File: config.mk
export PLATFORM = sky130hd
export DESIGN_NAME = uart_burst_rx
export DESIGN_NICKNAME = d
export VERILOG_FILES = /design/src/rtl/uart_burst_pkg.sv /design/src/rtl/uart_rx_byte.sv /design/src/rtl/uart_burst_rx.sv
export SDC_FILE = /design/constraint.sdc
export NUM_CORES = 1
export LEC_CHECK = 0
export CAP_MARGIN = 0
export CORE_MARGIN = 5
export CORE_UTILIZATION = 42
export CTS_CLUSTER_SIZE = 8
export DETAILED_ROUTE_END_ITERATION = 16
export PLACE_DENSITY = 0.63
export SYNTH_ARGS = -nofsm -noshare
export SYNTH_HDL_FRONTEND = slang
export SYNTH_SLANG_ARGS = --single-unit
File: constraint.sdc
create_clock -name clk -period 8.94 [get_ports clk]
set_input_delay 1.788 -clock clk [delete_from_list [all_inputs] [get_ports clk]]
set_output_delay 1.788 -clock clk [all_outputs]
set_load 0.005 [all_outputs]
File: src/rtl/uart_burst_pkg.sv
// Shared constants and FSM encoding for the burst-capable UART cores.
package uart_burst_pkg;

  localparam int DIV_W_DEF      = 9;
  localparam int BYTES_PER_WORD = 4;
  localparam int MIN_DIV        = 3;

  typedef enum logic [1:0] {
    ST_IDLE  = 2'd0,
    ST_START = 2'd1,
    ST_DATA  = 2'd2,
    ST_STOP  = 2'd3
  } rx_state_e;

endpackage

File: src/rtl/uart_rx_byte.sv
// 8N1 byte receiver: rxd synchroniser, mid-bit baud counter, FSM and shift register.
module uart_rx_byte
  import uart_burst_pkg::*;
#(
  parameter int DIV_W = DIV_W_DEF
) (
  input  logic             clk,
  input  logic             reset,
  input  logic             rxd,
  input  logic [DIV_W-1:0] divider,
  output logic [7:0]       rx_byte,
  output logic             byte_ok,
  output logic             frame_err,
  output logic             start,
  output logic             active,
  output logic [DIV_W-1:0] div_eff
);

  rx_state_e        state_q, state_d;
  logic             rxd_meta_q, rxd_s_q;
  logic [DIV_W-1:0] cnt_q, cnt_d;
  logic [DIV_W-1:0] div_q, div_d;
  logic [2:0]       bit_q, bit_d;
  logic [7:0]       shift_q, shift_d;
  logic             armed_q, armed_d;
  logic [DIV_W-1:0] div_in;

  assign div_in  = (divider < DIV_W'(MIN_DIV)) ? DIV_W'(MIN_DIV) : divider;
  assign rx_byte = shift_q;
  assign active  = (state_q != ST_IDLE);
  assign div_eff = div_q;

  // Synchroniser and receiver state registers
  always_ff @(posedge clk or posedge reset) begin
    if (reset) begin
      rxd_meta_q <= 1'b1;
      rxd_s_q    <= 1'b1;
      state_q    <= ST_IDLE;
      cnt_q      <= '0;
      div_q      <= DIV_W'(MIN_DIV);
      bit_q      <= 3'd0;
      shift_q    <= 8'd0;
      armed_q    <= 1'b0;
    end else begin
      rxd_meta_q <= rxd;
      rxd_s_q    <= rxd_meta_q;
      state_q    <= state_d;
      cnt_q      <= cnt_d;
      div_q      <= div_d;
      bit_q      <= bit_d;
      shift_q    <= shift_d;
      armed_q    <= armed_d;
    end
  end

  // armed_q blocks a new start until the line has been seen high again
  always_comb begin
    state_d   = state_q;
    cnt_d     = cnt_q;
    div_d     = div_q;
    bit_d     = bit_q;
    shift_d   = shift_q;
    armed_d   = armed_q;
    byte_ok   = 1'b0;
    frame_err = 1'b0;
    start     = 1'b0;
    case (state_q)
      ST_IDLE: begin
        if (rxd_s_q) begin
          armed_d = 1'b1;
        end else if (armed_q) begin
          start   = 1'b1;
          armed_d = 1'b0;
          div_d   = div_in;
          cnt_d   = div_in >> 1;
          state_d = ST_START;
        end else begin
          armed_d = 1'b0;
        end
      end
      ST_START: begin
        if (cnt_q == '0) begin
          if (rxd_s_q) begin
            armed_d = 1'b1;
            state_d = ST_IDLE;
          end else begin
            cnt_d   = div_q;
            bit_d   = 3'd0;
            state_d = ST_DATA;
          end
        end else begin
          cnt_d = cnt_q - 1'b1;
        end
      end
      ST_DATA: begin
        if (cnt_q == '0) begin
          shift_d = {rxd_s_q, shift_q[7:1]};
          cnt_d   = div_q;
          if (bit_q == 3'd7) begin
            state_d = ST_STOP;
          end else begin
            bit_d = bit_q + 3'd1;
          end
        end else begin
          cnt_d = cnt_q - 1'b1;
        end
      end
      ST_STOP: begin
        if (cnt_q == '0) begin
          state_d = ST_IDLE;
          if (rxd_s_q) begin
            byte_ok = 1'b1;
            armed_d = 1'b1;
          end else begin
            frame_err = 1'b1;
            armed_d   = 1'b0;
          end
        end else begin
          cnt_d = cnt_q - 1'b1;
        end
      end
      default: begin
        state_d = ST_IDLE;
      end
    endcase
  end

endmodule

File: src/rtl/uart_burst_rx.sv
// Burst-capable UART receiver: byte or little-endian 32-bit word delivery with sticky flags.
module uart_burst_rx
  import uart_burst_pkg::*;
#(
  parameter int DIV_W   = DIV_W_DEF,
  parameter int TO_BITS = 16
) (
  input  logic             clk,
  input  logic             reset,
  input  logic             rxd,
  input  logic [DIV_W-1:0] divider,
  input  logic             mode,
  input  logic             rd,
  output logic [31:0]      q,
  output logic             dv,
  output logic             ovf,
  output logic             ferr,
  output logic             tout,
  output logic             busy
);

  localparam int TO_W = $clog2(TO_BITS + 1);

  logic [7:0]       rx_byte;
  logic             byte_ok, frame_err, start, active;
  logic [DIV_W-1:0] div_eff;

  logic [31:0]      q_q, q_d;
  logic             dv_q, dv_d, ovf_q, ovf_d, ferr_q, ferr_d, tout_q, tout_d;
  logic [1:0]       idx_q, idx_d;
  logic [23:0]      asm_q, asm_d;
  logic             mode_q, mode_d;
  logic [DIV_W-1:0] pre_q, pre_d;
  logic [TO_W-1:0]  to_q, to_d;
  logic             commit;
  logic [31:0]      word;

  uart_rx_byte #(.DIV_W(DIV_W)) u_rx (
    .clk       (clk),
    .reset     (reset),
    .rxd       (rxd),
    .divider   (divider),
    .rx_byte   (rx_byte),
    .byte_ok   (byte_ok),
    .frame_err (frame_err),
    .start     (start),
    .active    (active),
    .div_eff   (div_eff)
  );

  assign q    = q_q;
  assign dv   = dv_q;
  assign ovf  = ovf_q;
  assign ferr = ferr_q;
  assign tout = tout_q;
  assign busy = active | (idx_q != 2'd0);

  // Word, flag and burst-assembly registers
  always_ff @(posedge clk or posedge reset) begin
    if (reset) begin
      q_q    <= 32'd0;
      dv_q   <= 1'b0;
      ovf_q  <= 1'b0;
      ferr_q <= 1'b0;
      tout_q <= 1'b0;
      idx_q  <= 2'd0;
      asm_q  <= 24'd0;
      mode_q <= 1'b0;
      pre_q  <= '0;
      to_q   <= '0;
    end else begin
      q_q    <= q_d;
      dv_q   <= dv_d;
      ovf_q  <= ovf_d;
      ferr_q <= ferr_d;
      tout_q <= tout_d;
      idx_q  <= idx_d;
      asm_q  <= asm_d;
      mode_q <= mode_d;
      pre_q  <= pre_d;
      to_q   <= to_d;
    end
  end

  // New events are applied after the rd clear so a same-cycle event wins
  always_comb begin
    q_d    = q_q;
    dv_d   = dv_q;
    ovf_d  = ovf_q;
    ferr_d = ferr_q;
    tout_d = tout_q;
    idx_d  = idx_q;
    asm_d  = asm_q;
    mode_d = mode_q;
    pre_d  = pre_q;
    to_d   = to_q;
    commit = 1'b0;
    word   = 32'd0;

    if (rd) begin
      dv_d   = 1'b0;
      ovf_d  = 1'b0;
      ferr_d = 1'b0;
      tout_d = 1'b0;
    end else begin
      dv_d = dv_q;
    end

    if (start && (idx_q == 2'd0)) begin
      mode_d = mode;
    end else begin
      mode_d = mode_q;
    end

    if (!active && mode_q && (idx_q != 2'd0)) begin
      if (pre_q == div_eff) begin
        pre_d = '0;
        if (to_q == TO_W'(TO_BITS - 1)) begin
          to_d   = '0;
          idx_d  = 2'd0;
          tout_d = 1'b1;
        end else begin
          to_d = to_q + 1'b1;
        end
      end else begin
        pre_d = pre_q + 1'b1;
      end
    end else begin
      pre_d = '0;
      to_d  = '0;
    end

    if (frame_err) begin
      ferr_d = 1'b1;
      idx_d  = 2'd0;
    end else if (byte_ok) begin
      if (!mode_q) begin
        word   = {24'd0, rx_byte};
        commit = 1'b1;
      end else if (idx_q == 2'(BYTES_PER_WORD - 1)) begin
        word   = {rx_byte, asm_q};
        commit = 1'b1;
        idx_d  = 2'd0;
      end else begin
        case (idx_q)
          2'd0:    asm_d[7:0]   = rx_byte;
          2'd1:    asm_d[15:8]  = rx_byte;
          default: asm_d[23:16] = rx_byte;
        endcase
        idx_d = idx_q + 2'd1;
      end
    end else begin
      commit = 1'b0;
    end

    if (commit) begin
      if (!dv_q || rd) begin
        q_d  = word;
        dv_d = 1'b1;
      end else begin
        ovf_d = 1'b1;
      end
    end else begin
      q_d = q_q;
    end
  end

endmodule

Word-level counts from Yosys, hierarchy flattened
Cells that the tools add are included.

Add/sub/neg operators: 5. $lt $le $gt $ge: 1. Equality and inequality tests: 20. Muxes and demuxes: 66. Bitwise gates (word level): 5. Reductions and logical operators: 25.

Operator list (count): $mux 32 (4); $mux 9 (9); $pmux 9 s4 (1); $mux 1 (28); $mux 2 (14); $reduce_and 5->1 (4); $mux 5 (3); $ne 2x1->1 const B (7); $mux 3 (4); $add 9x1->9 const B (1); $eq 9x9->1 (1); $logic_not 9->1 (1); $lt 9x2->1 const B (1); $sub 9x1->9 const B (1); $ne 2x2->1 const B (4); $pmux 2 s4 (1); $reduce_and 4->1 (2); $reduce_bool 2->1 (4); $eq 2x2->1 const B (3); $pmux 3 s2 (1); $reduce_and 6->1 (1); $add 5x1->5 const B (1); $eq 5x4->1 const B (1); $eq 2x1->1 const B (2); 15 further kinds (23).

Register bits after elaboration: 111. Input port bits: 14. Output and inout bits: 37.

Longest topological paths before layout
Gate-level depths: netlist of the first run.

Depth after elaboration: 8. Gate-level depth with buffers: 7. Gate-level depth less buffers: 6.

Modules after synthesis
A second synthesis of the first run with hierarchy kept.

Cells, all modules: 489. Area, all modules: 5507.8 um2.

By module, submodules not included: uart_burst_rx (instances 1, cells an instance 270, area each 3358.2 um2); uart_rx_byte (instances 1, cells an instance 219, area each 2149.6 um2).

Worst setup path before layout of the first run
Ideal clock, no wire load.

Path kind: register to output. From: register u_rx.state_q[0]. To: output port busy. Data arrival time: 0.787 ns. Required time: 7.152 ns. Setup slack: 6.365 ns. Stages on the path, launching flop included: 4. Path buffers: 0. Cell sequence: dfrtp_1 > inv_1 > ha_1 > nand2_1.

Word-level cells in the longest chain between the ends: 2.

RTL lines: from (decl) (line uart_rx_byte.sv:19) `rx_state_e state_q, state_d;`; from (signal assigned) (line uart_rx_byte.sv:47) `state_q <= state_d;`; $reduce_bool 2->1 (line uart_rx_byte.sv:30) `assign active = (state_q != ST_IDLE);`; $or 1x1->1 (line uart_burst_rx.sv:56) `assign busy = active | (idx_q != 2'd0);`; to (decl) (line uart_burst_rx.sv:19) `output logic busy`.

Every way passes these cells.

Final worst setup path of the first run
Ends and elaborated chain as after synthesis.

==> key figures, run 1 <==
Logic synthesis
  – EDFF count, synth: 0
  – Seq/Total Area, Yosys: 50.8%
  – Synth top cells by count: dfrtp_1 (107), nand2_1 (51), o21ai_0 (46), mux2_2 (39), o21ai_1 (30)
  – Most common cell in the netlist: dfrtp_1
  – Syn Area/Cell: 10.5 um^2
  – Syn_nets: 551
  – Synth cell types: 68
  – Cell area after synthesis: 0.00548 mm^2
  – Ys Warns: 0
  – Yosys top cell area share: 48.9%
  – Synth area leader: dfrtp_1
  – Ranking of synthesized cells by area: dfrtp_1 (49%), mux2_2 (8.0%), o21ai_0 (4.2%)
  – Post-Synthesis Cells: 524
  – Primary FF master, synth: dfrtp_1
  – Async set or reset register ratio after synthesis: 100%
  – #FFs+latches synth: 111

Finish
  – Final Util: 50.3%
  – Diodes inserted: 0
  – Synth-to-Final Area Change: 16.8%
  – Share of layout cells above drive strength 1: 13.4%
  – NumNets Final: 588

Die
  – DIE HEIGHT: 124 um
  – Site Rows: 41
  – Core area: 0.0127 mm^2
  – Die ar.: 0.0154 mm^2
  – Io pins: 51
  – DIE WIDTH: 124 um
  – Initial core utilization: 43.0%

Placed design
  – Input/output buffers: 50
  – Dpl hpwl: 8.47 mm
  – GP Congestion: 0.864

Drt
  – ANT nets after route: 0
  – Final WL: 12.4 mm
  – Via count: 4166
  – WL/cell: 16.8 um
  – DR DRC count: 0
  – Vias per cell: 5.64
  – DRT Pass-1 Iters: 4
  – 1st-iter DRT viols: 230

Global routing
  – Initial antenna violation count: 0
  – Pin count of the biggest net entering global routing: 68
  – Vias in the first global route: 4035
  – First-pass GRT wire length: 20.6 mm
  – Grt total ovfl: 0
  – Total GRT Usage: 17.1%

Clock tree
  – CTS clock-pin slew for the worst setup and hold paths: 0.08 ns
  – CTS max path bufs: 2
  – Setup repair bufs after CTS: 0
  – H-tree depth: 3
  – CTS tree: built
  – Clk root buf: clkbuf_16
  – Later-pin clock latency in the skew report: 0.36 ns
  – Cts repair resizes: 0
  – Cts-stage hold buffer count: 0
  – CTS Buf Count: 9
  – Sink Count: 111

Worst setup path
  – Type of the worst setup path: reg -> out
  – CP arrival: 1.80 ns
  – CP Max Fanout: 6
  – Total buffers and inverters traversed by the critical path: 2
  – Critical path's largest stage delay: 0.51 ns
  – CP delay by family, top: buffers and inverters
  – Critical Path End Type: output pin
  – Critical Path RT: 7.15 ns
  – Cell chain of the critical path: inv_1 > ha_1 > nand2_1 > clkdlybuf4s50_1
  – CP Launch Type: register
  – Slowest stage cell on the critical path: clkdlybuf4s50_1

STA
  – Fin. max-slew vios: 0
  – Setup TNS: 0 ns
  – Rel. slew slack: 16.8%
  – Final Hold Vio Count: 0
  – Final Skew: 0.00821 ns
  – Slew @ Worst Pin: 1.23 ns
  – Tcrit/Tclk final: 40.1%
  – F_max: 0.279 GHz
  – # setup viols final: 0
  – Post-route minimum period: 3.59 ns
  – RSZ-0062 raised after global routing: no

Power and ir drop
  – Gate power share: 30.8%
  – Reg power frac: 42.1%
  – P_int: 951 uW
  – Leakage: 2.69 nW
  – Worst IR drop on VDD: 0.132 mV
  – Switching fraction of total power: 37.6%
  – Clock Power Share: 27.1%
  – Switching power: 574 uW
  – Power density cells: 238 mW/mm^2

Outcome
  – Run status: finished clean

Worst hold path
  – Min-delay worst type: reg -> reg

Job
  – Maxcap violations: 0
power by group through the flow:
| stage | Clock (mW) | Combinational [mW] | Sequential, mW |
|---|---|---|---|
| after floorplan | 0 | 0.387 | 0.608 |
| after global placement | 0 | 0.455 | 0.650 |
| after detailed placement | 0 | 0.468 | 0.652 |
| after CTS | 0.426 | 0.468 | 0.643 |
| after global routing | 0.446 | 0.521 | 0.653 |
| final | 0.414 | 0.469 | 0.642 |
registers in the layout (all words and copies together) (netlist names), named ones only:
| name | flops |
|---|---|
| asm_q | 24 |
| dv | 1 |
| ferr | 1 |
| idx_q | 2 |
| mode_q | 1 |
| ovf | 1 |
| pre_q | 9 |
| q | 32 |
| to_q | 5 |
| tout | 1 |
| u_rx.armed_q | 1 |
| u_rx.bit_q | 3 |
| u_rx.cnt_q | 9 |
| u_rx.div_eff | 9 |
| u_rx.rx_byte | 8 |
| u_rx.rxd_meta_q | 1 |
| u_rx.rxd_s_q | 1 |
| u_rx.state_q | 1 |
metal layers:
metal	track usage (%)	vias up	part of all wire [%]
met4	7.19	0	2.3
met1	22.7	2083	46
li1	-	1971	-
met3	2.77	20	3.9
met5	0	-	0
met2	27.7	92	47
area by class of cell:
class                      instances  area (um^2)
fill                            1183         6320
inverter                          20         77.6
tap                              172          215
sequential                       111         2780
clock inverter                     6         75.1
multi-input combinational        365         2480
clock buffer                      10          239
timing repair buffer              54          531
layout by cell type (no fill, tap or decap), types with 3 or more instances in the layout:
master and count:
xor2_1 6, nand2_1 51, nand2b_1 4, xnor2_1 10
clkdlybuf4s50_1 50, a21oi_1 17, o21ai_0 46, inv_1 19
a32o_1 3, dfstp_2 4, nand4_1 7, mux2_2 39
inv_8 3, nor3_1 16, nand3b_1 3, a311oi_1 3
or3_1 4, mux2i_1 4, dfrtp_1 107, nor2_1 18
o211ai_1 7, nand3_1 9, nand2_2 3, nor4_1 5
buf_4 4, o31ai_1 5, nor2b_1 11, o21ai_1 30
o41ai_1 3, ha_1 13, clkbuf_16 9
cell families (layout without fill, tap and decap cells):
logic type               count (synthesis)  in the layout  synth area share (%)
adder cells (fa/ha/maj)                 13             13                  2.97
XOR/XNOR                                16             16                  2.56
buffers and inverters                   48             90                  3.95
flip-flops                             111            111                  50.8
AND/OR/NAND/NOR                        150            150                  14.6
AO/OA/AOI/OAI                          142            142                  16.1
multiplexers                            44             44                  8.96
worst register-to-register path, stage by stage (launching register included):
cell      delay, ns
dfrtp_1        0.43
inv_1          0.09
ha_1           0.33
or4b_4         0.63
o32ai_2        0.96
a311oi_1       0.11
a221o_1        0.31
through the flow:
stage | cell area, um^2 | cells | hold slack (ns) | power, mW | setup WS (ns)
3_3_place_gp | 6080 | 722 | 0.349 | 1.11 | 5.03
5_1_grt | 6400 | 738 | 0.365 | 1.62 | 5.22
3_5_place_dp | 6080 | 722 | 0.355 | 1.12 | 4.98
6_report | 6400 | 738 | 0.368 | 1.53 | 5.35
4_1_cts | 6400 | 738 | 0.368 | 1.54 | 5.31
2_1_floorplan | 5480 | 524 | 0.345 | 0.995 | 4.23
worst paths after layout:
path | from | to | slack [ns] | cells after the start
max in group asynchronous | reset | q[7] | 5.85 | 3
worst max-delay path | u_rx.state_q[0] | busy | 5.35 | 4
worst min-delay path | u_rx.rxd_meta_q | u_rx.rxd_s_q | 0.37 | 0
worst min register to register | u_rx.rxd_meta_q | u_rx.rxd_s_q | 0.37 | 0
worst max register to register | u_rx.cnt_q[0] | u_rx.cnt_q[3] | 5.97 | 6
min in group asynchronous | reset | to_q[4] | 1.85 | 2
Note: power is estimated with default switching activity, not from simulation.
==> run 2: changes to the inputs <==
--- a/config.mk
+++ b/config.mk
@@ -10,7 +10,7 @@
 export CORE_UTILIZATION = 42
 export CTS_CLUSTER_SIZE = 8
 export DETAILED_ROUTE_END_ITERATION = 16
-export PLACE_DENSITY = 0.63
+export PLACE_DENSITY = 0.66
 export SYNTH_ARGS = -nofsm -noshare
 export SYNTH_HDL_FRONTEND = slang
 export SYNTH_SLANG_ARGS = --single-unit
==> constraint.sdc (replaced) <==
create_clock -name clk -period 3.21 [get_ports clk]
set_input_delay 0.642 -clock clk [delete_from_list [all_inputs] [get_ports clk]]
set_output_delay 0.642 -clock clk [all_outputs]
set_load 0.005 [all_outputs]
==> key figures, run 2 (synthesized netlist as in run 1, its figures left out) <==
Finish
  – Share of layout cells above drive strength 1: 14.0%
  – Diodes inserted: 0
  – Max FFs per register: 32
  – Final Util: 50.6%
  – NumNets Final: 593
  – Most common cell after layout, fill and taps aside: dfrtp_1
  – Synth-to-Final Area Change: 17.7%
  – Most frequent cells in the layout: dfrtp_1 (107), nand2_1 (51), clkdlybuf4s50_1 (50)

Worst setup path
  – Critical Path RT: 3.48 ns
  – Critical Path End Type: register
  – Type of the worst setup path: reg -> reg
  – CP Launch Type: register
  – CP Max Fanout: 33
  – CP arrival: 2.98 ns
  – RR Endpoint: q[29]
  – FF-to-FF path depth: 6
  – RR Startpoint: u_rx.cnt_q[0]
  – FF-to-FF setup slack: 0.50 ns

Clock tree
  – Later-pin clock latency in the skew report: 0.35 ns
  – CTS tree: built
  – H-tree depth: 3
  – CTS Buf Count: 9
  – Cts repair resizes: 0
  – Sink Count: 111
  – Cts-stage hold buffer count: 0
  – CTS clock-pin slew for the worst setup and hold paths: 0.08 ns
  – CTS max path bufs: 2
  – Setup repair bufs after CTS: 0
  – Clk root buf: clkbuf_16

Die
  – Die ar.: 0.0154 mm^2
  – Io pins: 51
  – Initial core utilization: 43.0%
  – DIE HEIGHT: 124 um
  – Site Rows: 41
  – DIE WIDTH: 124 um
  – Core area: 0.0127 mm^2

Global routing
  – Gr busiest metal: met2
  – First-pass GRT wire length: 20.3 mm
  – Met3 Usage GRT: 4.00%
  – GR Util met1: 22.7%
  – Total GRT Usage: 16.7%
  – Grt total ovfl: 0
  – Pin count of the biggest net entering global routing: 112
  – Vias in the first global route: 4012
  – Initial antenna violation count: 0
  – Grt met2 use: 26.8%

Placed design
  – Dpl hpwl: 8.34 mm
  – GP Congestion: 0.815
  – Input/output buffers: 50

STA
  – Hold_ws: 0.352 ns
  – F_max: 0.369 GHz
  – Slew @ Worst Pin: 0.812 ns
  – Fin. max-slew vios: 0
  – RSZ-0062 raised after global routing: no
  – Post-route minimum period: 2.71 ns
  – Tcrit/Tclk final: 84.4%
  – Final Skew: 0.00900 ns
  – # setup viols final: 0
  – Setup TNS: 0 ns
  – Final Hold Vio Count: 0
  – Rel. slew slack: 45.4%

Power and ir drop
  – Leakage: 2.72 nW
  – Worst IR drop on VDD: 0.582 mV
  – Total Power: 4.26 mW
  – Power density cells: 661 mW/mm^2

Drt
  – WL/cell: 16.3 um
  – DRT Pass-1 Iters: 4
  – ANT nets after route: 0
  – 1st-iter DRT viols: 237
  – DR DRC count: 0
  – Vias per cell: 5.54
  – Via count: 4116
  – Final WL: 12.1 mm

Worst hold path
  – Hold EP: u_rx.rxd_s_q
  – Min-delay worst type: reg -> reg
  – Hold Crit Start: u_rx.rxd_meta_q
  – Hold path depth: 0

Job
  – Maxcap violations: 0

Outcome
  – Run status: finished clean
==> run 2: how the worst max path moves through the flow <==
stage                     cells past startpoint               to  slack [ns]     startpoint
final                                         6            q[29]        0.50  u_rx.cnt_q[0]
after detailed placement                      6            q[18]        0.51  u_rx.cnt_q[0]
after global placement                        6            q[29]        0.60  u_rx.cnt_q[0]
after CTS                                     6            q[29]        0.48  u_rx.cnt_q[0]
after global routing                          6             q[1]        0.36  u_rx.cnt_q[0]
after floorplan                               7  u_rx.rx_byte[0]        0.97  u_rx.cnt_q[0]
==> run 2: metrics by stage <==
step                      instance area, um^2  instances  worst slack (ns)
after global placement                   6130        727             0.597
after detailed placement                 6130        727             0.511
after CTS                                6440        743             0.483
final                                    6440        743             0.499
after global routing                     6440        743             0.359
after floorplan                          5480        524             0.965
==> run 2: area by class of cell <==
cell class                      count  area (um^2)
Fill cell                        1209         6280
Sequential cell                   111         2780
Multi-Input combinational cell    365         2480
Timing Repair Buffer               59          581
Clock buffer                       10          229
Tap cell                          172          215
Clock inverter                      6         80.1
Inverter                           20         78.8
==> run 2: routing by layer <==
| layer | up-vias | wire length, um |
|---|---|---|
| met5 | - | 0 |
| met4 | 0 | 177 |
| li1 | 1986 | - |
| met3 | 14 | 493 |
| met2 | 83 | 5690 |
| met1 | 2033 | 5770 |
==> run 2: power breakdown <==
| part | internal (mW) | switching (mW) |
|---|---|---|
| clock | 0.619 | 0.527 |
| sequential | 1.56 | 0.235 |
| combinational | 0.535 | 0.784 |
| total | 2.71 | 1.55 |
==> run 2: worst max-delay path: stages (launching register included) <==
cell and delay (ns):
dfrtp_1 0.42, inv_1 0.09, ha_1 0.31, or4b_4 0.61, or3_4 0.56, or2_4 0.43
o21ai_0 0.19
